===== src/rtl/iis_pkg.sv =====
// Shared types for the I2S transmit path: slot width, FSM state encoding
// and the stereo frame record (left word above right word when packed).
package iis_pkg;

  localparam int IIS_SLOT_W = 32;

  typedef enum logic [1:0] {
    IDLE = 2'd0,
    RUN  = 2'd1,
    STOP = 2'd2
  } iis_state_t;

  typedef struct packed {
    logic [IIS_SLOT_W-1:0] L;
    logic [IIS_SLOT_W-1:0] R;
  } iis_frame_t;

endpackage


===== src/rtl/iis_frame_fifo.sv =====
// Single-clock stereo frame FIFO. A push while full and a pop while empty
// are ignored, so the caller may drive raw requests. The head entry is
// visible combinationally so it can be loaded in the same cycle it is popped.
module iis_frame_fifo #(
  parameter int W     = 64,
  parameter int DEPTH = 4
) (
  input  logic                     bclk,
  input  logic                     rst_n,
  input  logic                     i_push,
  input  logic [W-1:0]             i_push_data,
  input  logic                     i_pop,
  output logic [W-1:0]             o_head,
  output logic                     o_empty,
  output logic                     o_full,
  output logic [$clog2(DEPTH):0]   o_level
);

  localparam int AW = $clog2(DEPTH);
  localparam logic [AW:0] FULL_CNT = (AW+1)'(DEPTH);

  logic [W-1:0]  r_mem [DEPTH];
  logic [AW-1:0] r_wr_ptr;
  logic [AW-1:0] r_rd_ptr;
  logic [AW:0]   r_count;
  logic          w_do_push;
  logic          w_do_pop;

  assign o_full    = (r_count == FULL_CNT);
  assign o_empty   = (r_count == '0);
  assign w_do_push = i_push && !o_full;
  assign w_do_pop  = i_pop && !o_empty;
  assign o_head    = r_mem[r_rd_ptr];
  assign o_level   = r_count;

  // Storage write; contents need no reset because the count gates reads.
  always_ff @(posedge bclk) begin
    if (w_do_push) begin
      r_mem[r_wr_ptr] <= i_push_data;
    end
  end

  // Pointers and occupancy; DEPTH is a power of two so pointers wrap freely.
  always_ff @(posedge bclk or negedge rst_n) begin
    if (!rst_n) begin
      r_wr_ptr <= '0;
      r_rd_ptr <= '0;
      r_count  <= '0;
    end else begin
      if (w_do_push) r_wr_ptr <= r_wr_ptr + AW'(1);
      if (w_do_pop)  r_rd_ptr <= r_rd_ptr + AW'(1);
      case ({w_do_push, w_do_pop})
        2'b10:   r_count <= r_count + (AW+1)'(1);
        2'b01:   r_count <= r_count - (AW+1)'(1);
        default: r_count <= r_count;
      endcase
    end
  end

endmodule


===== src/rtl/iis_pcm_tx.sv =====
// I2S transmitter: buffers stereo PCM frames and serialises them MSB first
// with the standard one-bit delay relative to ws. Everything runs on bclk.
// Optional build macro IIS_TX_HOLD_LAST_EN: on underrun, resend the last
// popped frame instead of silence.
//
// Handshake: a frame is taken on a rising bclk edge where s_valid and
// s_ready are both high; s_ready is simply "FIFO not full" and does not
// depend on s_valid; s_data_L/s_data_R are only looked at on that edge.
module iis_pcm_tx
  import iis_pkg::*;
#(
  parameter int SLOT_W = IIS_SLOT_W,
  parameter int DEPTH  = 4
) (
  input  logic                     bclk,
  input  logic                     rst_n,
  input  logic                     enable,
  input  logic                     s_valid,
  output logic                     s_ready,
  input  logic [SLOT_W-1:0]        s_data_L,
  input  logic [SLOT_W-1:0]        s_data_R,
  output logic                     ws,
  output logic                     sdata,
  output logic                     frame_start,
  output logic                     underrun,
  output logic [$clog2(DEPTH):0]   level,
  output iis_state_t               o_dbg_state
);

  localparam int FW    = 2 * SLOT_W;
  localparam int CNT_W = $clog2(FW);
  localparam int LVL_W = $clog2(DEPTH) + 1;
  localparam logic [CNT_W-1:0] N_LAST  = CNT_W'(FW - 1);
  localparam logic [CNT_W-1:0] N_RIGHT = CNT_W'(SLOT_W);

  iis_state_t       r_state;
  iis_state_t       w_state_nxt;
  logic [CNT_W-1:0] r_n;
  logic [CNT_W-1:0] w_n_nxt;
  logic [CNT_W-1:0] w_n_step;
  logic [FW-1:0]    r_shift;
  logic [FW-1:0]    w_shift_nxt;
  logic [FW-1:0]    w_head;
  logic [FW-1:0]    w_frame;
  logic             r_ws;
  logic             w_ws_nxt;
  logic             r_sdata;
  logic             w_sdata_nxt;
  logic             w_fetch;
  logic             w_empty;
  logic             w_full;
  logic [LVL_W-1:0] w_level;

  iis_frame_fifo #(
    .W     (FW),
    .DEPTH (DEPTH)
  ) u_fifo (
    .bclk        (bclk),
    .rst_n       (rst_n),
    .i_push      (s_valid),
    .i_push_data ({s_data_L, s_data_R}),
    .i_pop       (w_fetch),
    .o_head      (w_head),
    .o_empty     (w_empty),
    .o_full      (w_full),
    .o_level     (w_level)
  );

  // A frame is fetched only at slot position 0 while running; STOP never pops.
  assign w_fetch = (r_state == RUN) && (r_n == '0);

`ifdef IIS_TX_HOLD_LAST_EN
  logic [FW-1:0] r_last;

  // Remember the most recent real frame so an underrun can repeat it.
  always_ff @(posedge bclk or negedge rst_n) begin
    if (!rst_n) begin
      r_last <= '0;
    end else if (w_fetch && !w_empty) begin
      r_last <= w_head;
    end
  end

  assign w_frame = w_empty ? r_last : w_head;
`else
  assign w_frame = w_empty ? '0 : w_head;
`endif

  // Next-state, bit position and serial data for the cycle after this one.
  always_comb begin
    w_state_nxt = r_state;
    w_n_nxt     = r_n;
    w_shift_nxt = r_shift;
    w_ws_nxt    = 1'b0;
    w_sdata_nxt = 1'b0;
    w_n_step    = (r_n == N_LAST) ? '0 : r_n + CNT_W'(1);
    case (r_state)
      IDLE: begin
        w_n_nxt = '0;
        if (enable) w_state_nxt = RUN;
      end
      RUN: begin
        w_n_nxt  = w_n_step;
        w_ws_nxt = (w_n_step >= N_RIGHT);
        if (r_n == '0) begin
          // Load the new frame; its MSB goes out at position 1.
          w_sdata_nxt = w_frame[FW-1];
          w_shift_nxt = {w_frame[FW-2:0], 1'b0};
        end else begin
          w_sdata_nxt = r_shift[FW-1];
          w_shift_nxt = {r_shift[FW-2:0], 1'b0};
        end
        if (!enable) w_state_nxt = STOP;
      end
      STOP: begin
        if (r_n == '0) begin
          // The trailing R[0] cycle has been sent; fall quiet.
          w_n_nxt     = '0;
          w_state_nxt = IDLE;
        end else begin
          w_n_nxt     = w_n_step;
          w_ws_nxt    = (w_n_step >= N_RIGHT);
          w_sdata_nxt = r_shift[FW-1];
          w_shift_nxt = {r_shift[FW-2:0], 1'b0};
          if ((r_n == N_LAST) && enable) w_state_nxt = RUN;
        end
      end
      default: begin
        w_state_nxt = IDLE;
        w_n_nxt     = '0;
      end
    endcase
  end

  // State, counter, shifter and registered serial outputs.
  always_ff @(posedge bclk or negedge rst_n) begin
    if (!rst_n) begin
      r_state <= IDLE;
      r_n     <= '0;
      r_shift <= '0;
      r_ws    <= 1'b0;
      r_sdata <= 1'b0;
    end else begin
      r_state <= w_state_nxt;
      r_n     <= w_n_nxt;
      r_shift <= w_shift_nxt;
      r_ws    <= w_ws_nxt;
      r_sdata <= w_sdata_nxt;
    end
  end

  assign ws          = r_ws;
  assign sdata       = r_sdata;
  assign frame_start = w_fetch;
  assign underrun    = w_fetch && w_empty;
  assign s_ready     = !w_full;
  assign level       = w_level;
  assign o_dbg_state = r_state;

endmodule


===== config.mk =====
export PLATFORM = sky130hd
export DESIGN_NAME = iis_pcm_tx
export DESIGN_NICKNAME = d
export VERILOG_FILES = /design/src/rtl/iis_pkg.sv /design/src/rtl/iis_frame_fifo.sv /design/src/rtl/iis_pcm_tx.sv
export SDC_FILE = /design/constraint.sdc
export NUM_CORES = 1
export LEC_CHECK = 0
export ABC_CLOCK_PERIOD_IN_PS = 2800
export CAP_MARGIN = 20
export CORE_MARGIN = 4
export CORE_UTILIZATION = 50
export DETAILED_ROUTE_END_ITERATION = 8
export PLACE_DENSITY = 0.68
export SYNTH_ARGS = -nofsm -noshare
export SYNTH_HDL_FRONTEND = slang
export SYNTH_SLANG_ARGS = --single-unit

===== constraint.sdc =====
create_clock -name bclk -period 2.8 [get_ports bclk]
set_clock_uncertainty 0.2 [all_clocks]
set_input_delay 0.28 -clock bclk [delete_from_list [all_inputs] [get_ports bclk]]
set_output_delay 0.28 -clock bclk [all_outputs]
set_load 0.05 [all_outputs]

==> reports/summary.md <==
## Setup path
- critical path type: flop to flop
- Worst path max stage delay: 0.41 ns
- data required time at the worst endpoint: 3.01 ns
- Critical Path Start Type: flop
- Worst Setup End Kind: flop
- critical path's most frequent cell: sky130_fd_sc_hd__inv_1
- cell type of the slowest stage on the worst timing path: sky130_fd_sc_hd__dfrtp_1
- ordered list of cells on the worst path: inv_1 > ha_1 > or3b_4 > nor2_4 > nand3_2 > inv_1 > ha_1 > inv_1 > fa_1 > xor2_1 > nor2_1 > xor2_1
- Max FO, Critical Path: 4
- number of cells on the worst reg-to-reg path: 12
- signal arrival time at the worst endpoint: 2.88 ns

## Timing
- number of endpoints failing setup at the final stage: 0
- Final min period: 2.67 ns
- pins over their slew limit: 0
- slew of the pin with the lowest slew margin: 0.642 ns
- endpoints failing hold: 0
- worst max-slew margin expressed relative to the limit: 57.2%
- Max Freq: 374 MHz
- total negative slack: 0 ns
- Worst Slack Setup Final: 0.129 ns
- Tcrit/Tclk final: 95.4%

## Logic synthesis
- number of warning messages in the yosys log: 0
- number of enable-type register cells in the synthesized netlist: 256
- top-area cell type share of the netlist area: 56.4%
- biggest area consumer among synthesized cells: sky130_fd_sc_hd__edfxtp_1
- synthesized netlist net count: 802
- dominant register cell in the synthesized netlist: sky130_fd_sc_hd__edfxtp_1
- mean instance size in the synthesized netlist: 18.9 um^2
- Compound-Gate Fraction of Synth Area: 10.3%
- adder-cell share of the synthesized area: 1.16%
- post-synthesis share of cell area spent on and, or, nand and nor gates: 3.26%
- combinational family with the most area after synthesis: multiplexers
- flop and latch count out of synthesis: 336
- post-synthesis share of cell area spent on xor and xnor gates: 0.578%
- Cell Area, Synth: 13600 um^2
- cell types occupying the most area after synthesis: sky130_fd_sc_hd__edfxtp_1 (56%), sky130_fd_sc_hd__dfrtp_1 (15%), sky130_fd_sc_hd__mux4_2 (11%)
- ys async rst share: 23.8%
- multiplexer area fraction after synthesis: 10.7%
- sequential fraction of the synthesis area: 71.0%
- cells after synthesis: 722
- number of distinct library cells after synthesis: 40

## GRT
- global-route congestion overflow total: 0
- overall routing resource usage: 16.3%
- antenna violations before repair: 0
- via count of the first global-routing pass: 7177
- first-pass GRT wire length: 39100 um
- largest net degree at the start of global routing: 81

## Floorplanning
- num ports: 78
- width of the die: 173 um
- area of the die: 30000 um^2
- row cnt: 60
- effective utilization at floorplan: 50.8%
- Vert. Die Dim: 173 um
- Core Footprint: 26900 um^2

## Clock network
- TritonCTS clock tree: done
- CTS sink cnt: 336
- Reg clk slew, reported paths: 0.06 ns
- CTS HTree Levels: 2
- maximum count of clock buffers along a single path: 3
- number of buffers added by the clock tree synthesis step: 34
- buffer type at the clock tree root: sky130_fd_sc_hd__clkbuf_16
- clock latency of the later-clocked register in the worst-skew pair: 0.51 ns

## Finish
- share of layout cells above drive strength 1: 31.8%
- Area Growth Syn to Fin: 16.5%
- post-route core utilization: 59.1%
- final antenna diode count: 0
- number of nets in the layout: 895

## Detailed routing
- number of nets still failing antenna checks after routing: 0
- detailed-router iteration count before antenna repair: 4
- average via count per standard cell: 5.69
- vias post-DR: 6725
- Total Wirelength: 24000 um
- DRC viols: 0
- average wire per cell in the routed design: 20.4 um
- number of DRC violations after detailed-routing iteration 0: 467

## Placement
- final weighted congestion of routability-driven global placement: 0.713
- Detail Placement HPWL: 13600 um
- Port Buffers: 77
- Worst Setup Slack post-DPL: 0.0502 ns

## Pwr
- standby leakage power: 5.37 nW
- IR drop worst, VDD: 0.798 mV
- power density of the placed cells: 1140 nW/um^2
- Total Power: 0.0182 W

## Run
- max-cap check violation count: 0

## Run status
- outcome: finished, final reports clean

## Min path
- worst min-delay path class: input port to async pin

path summary, 6_finish.rpt:
kind	from	to	slack, ns
max in group asynchronous	rst_n	r_shift[15]$_DFFE_PN0P_	1.61
min reg2reg	r_shift[61]$_DFFE_PN0P_	r_shift[61]$_DFFE_PN0P_	0.33
max reg2reg	r_n[1]$_DFF_PN0_	u_fifo.o_level[2]$_DFFE_PN0P_	0.13
max	r_n[1]$_DFF_PN0_	u_fifo.o_level[2]$_DFFE_PN0P_	0.13
min in group bclk	s_data_L[17]	u_fifo.r_mem[1][49]$_DFFE_PP_	0.21
min	rst_n	r_shift[20]$_DFFE_PN0P_	0.14
timing repair:
item,CTS,global route
hold buffers,1,0
buffers inserted,0,1
pin swaps,0,1
hold endpoints to repair,44,0
gates resized for setup,1,3
endpoints found under the setup margin,1,2
per-stage QoR:
step | instance area, um^2 | std cells | hold WS [ns]
final | 15900 | 1181 | 0.144
after CTS | 15900 | 1180 | 0.160
after detailed placement | 14800 | 1118 | 0.141
after global routing | 15900 | 1181 | 0.185
after floorplan | 13700 | 722 | -0.216
after global placement | 14800 | 1118 | 0.142
synthesized netlist by cell type (6+ instances only):
library cell               count
sky130_fd_sc_hd__edfxtp_1    256
sky130_fd_sc_hd__dfrtp_1      80
sky130_fd_sc_hd__nor2_1       70
sky130_fd_sc_hd__mux4_2       64
sky130_fd_sc_hd__a21oi_2      59
sky130_fd_sc_hd__a22oi_2      59
sky130_fd_sc_hd__inv_1        17
sky130_fd_sc_hd__buf_6        13
sky130_fd_sc_hd__ha_1         11
sky130_fd_sc_hd__a21oi_1       8
sky130_fd_sc_hd__buf_2         8
sky130_fd_sc_hd__buf_4         7
sky130_fd_sc_hd__nand3_1       7
sky130_fd_sc_hd__nand2_1       6
worst max-delay path, delay by kind of cell, from the launching register on:
| family | cells | cell delay (ns) |
|---|---|---|
| xor gates and xnor gates | 2 | 0.33 |
| adders and majority gates | 3 | 0.69 |
| buffers and inverters | 3 | 0.23 |
| DFF | 1 | 0.41 |
| and+or+nand+nor | 4 | 0.73 |
registers in the layout, summed over array words and instances, names as in the netlist:
name	count
r_shift	63
u_fifo.r_rd_ptr	2
ws	1
u_fifo.r_mem	256
o_dbg_state	2
u_fifo.r_wr_ptr	2
r_n	6
sdata	1
u_fifo.o_level	3
cells in the final DEF (no fill, tap or decap), types with 8 or more instances in the layout:
master	n
sky130_fd_sc_hd__edfxtp_1	256
sky130_fd_sc_hd__dfrtp_1	78
sky130_fd_sc_hd__clkdlybuf4s50_1	74
sky130_fd_sc_hd__nor2_1	68
sky130_fd_sc_hd__mux4_2	64
sky130_fd_sc_hd__a22oi_2	59
sky130_fd_sc_hd__a21oi_2	59
sky130_fd_sc_hd__clkbuf_16	35
sky130_fd_sc_hd__inv_1	17
sky130_fd_sc_hd__clkbuf_1	12
sky130_fd_sc_hd__ha_1	11
sky130_fd_sc_hd__buf_4	11
sky130_fd_sc_hd__buf_12	11
sky130_fd_sc_hd__a21oi_1	8
cell families after synthesis:
group / count (synthesis)
AND/OR/NAND/NOR: 100
adder cells (fa/ha/maj): 12
buffers and inverters: 57
AO/OA/AOI/OAI: 142
flip-flops: 336
XOR/XNOR: 9
multiplexers: 66
area by class of cell:
type / instances / area (um^2)
clock buffer: 49 / 948
clock inverter: 12 / 113
fill: 1955 / 11000
inverter: 17 / 63.8
multi-input combinational: 329 / 3600
sequential: 336 / 9690
tap: 341 / 427
timing repair buffer: 97 / 1050
layer usage:
metal	global-route usage [%]	wire, um
met1	22.6	10500
met2	26.9	12000
met3	3.06	1050
met4	4.62	427
met5	0	0
power breakdown:
group	total (W)	switching [W]	internal, W
combinational	0.00652	0.00367	0.00285
clock	0.00430	0.00175	0.00255
sequential	0.00735	0.000550	0.00680
total	0.0182	0.00597	0.0122
(Power assumes the default switching activity.)
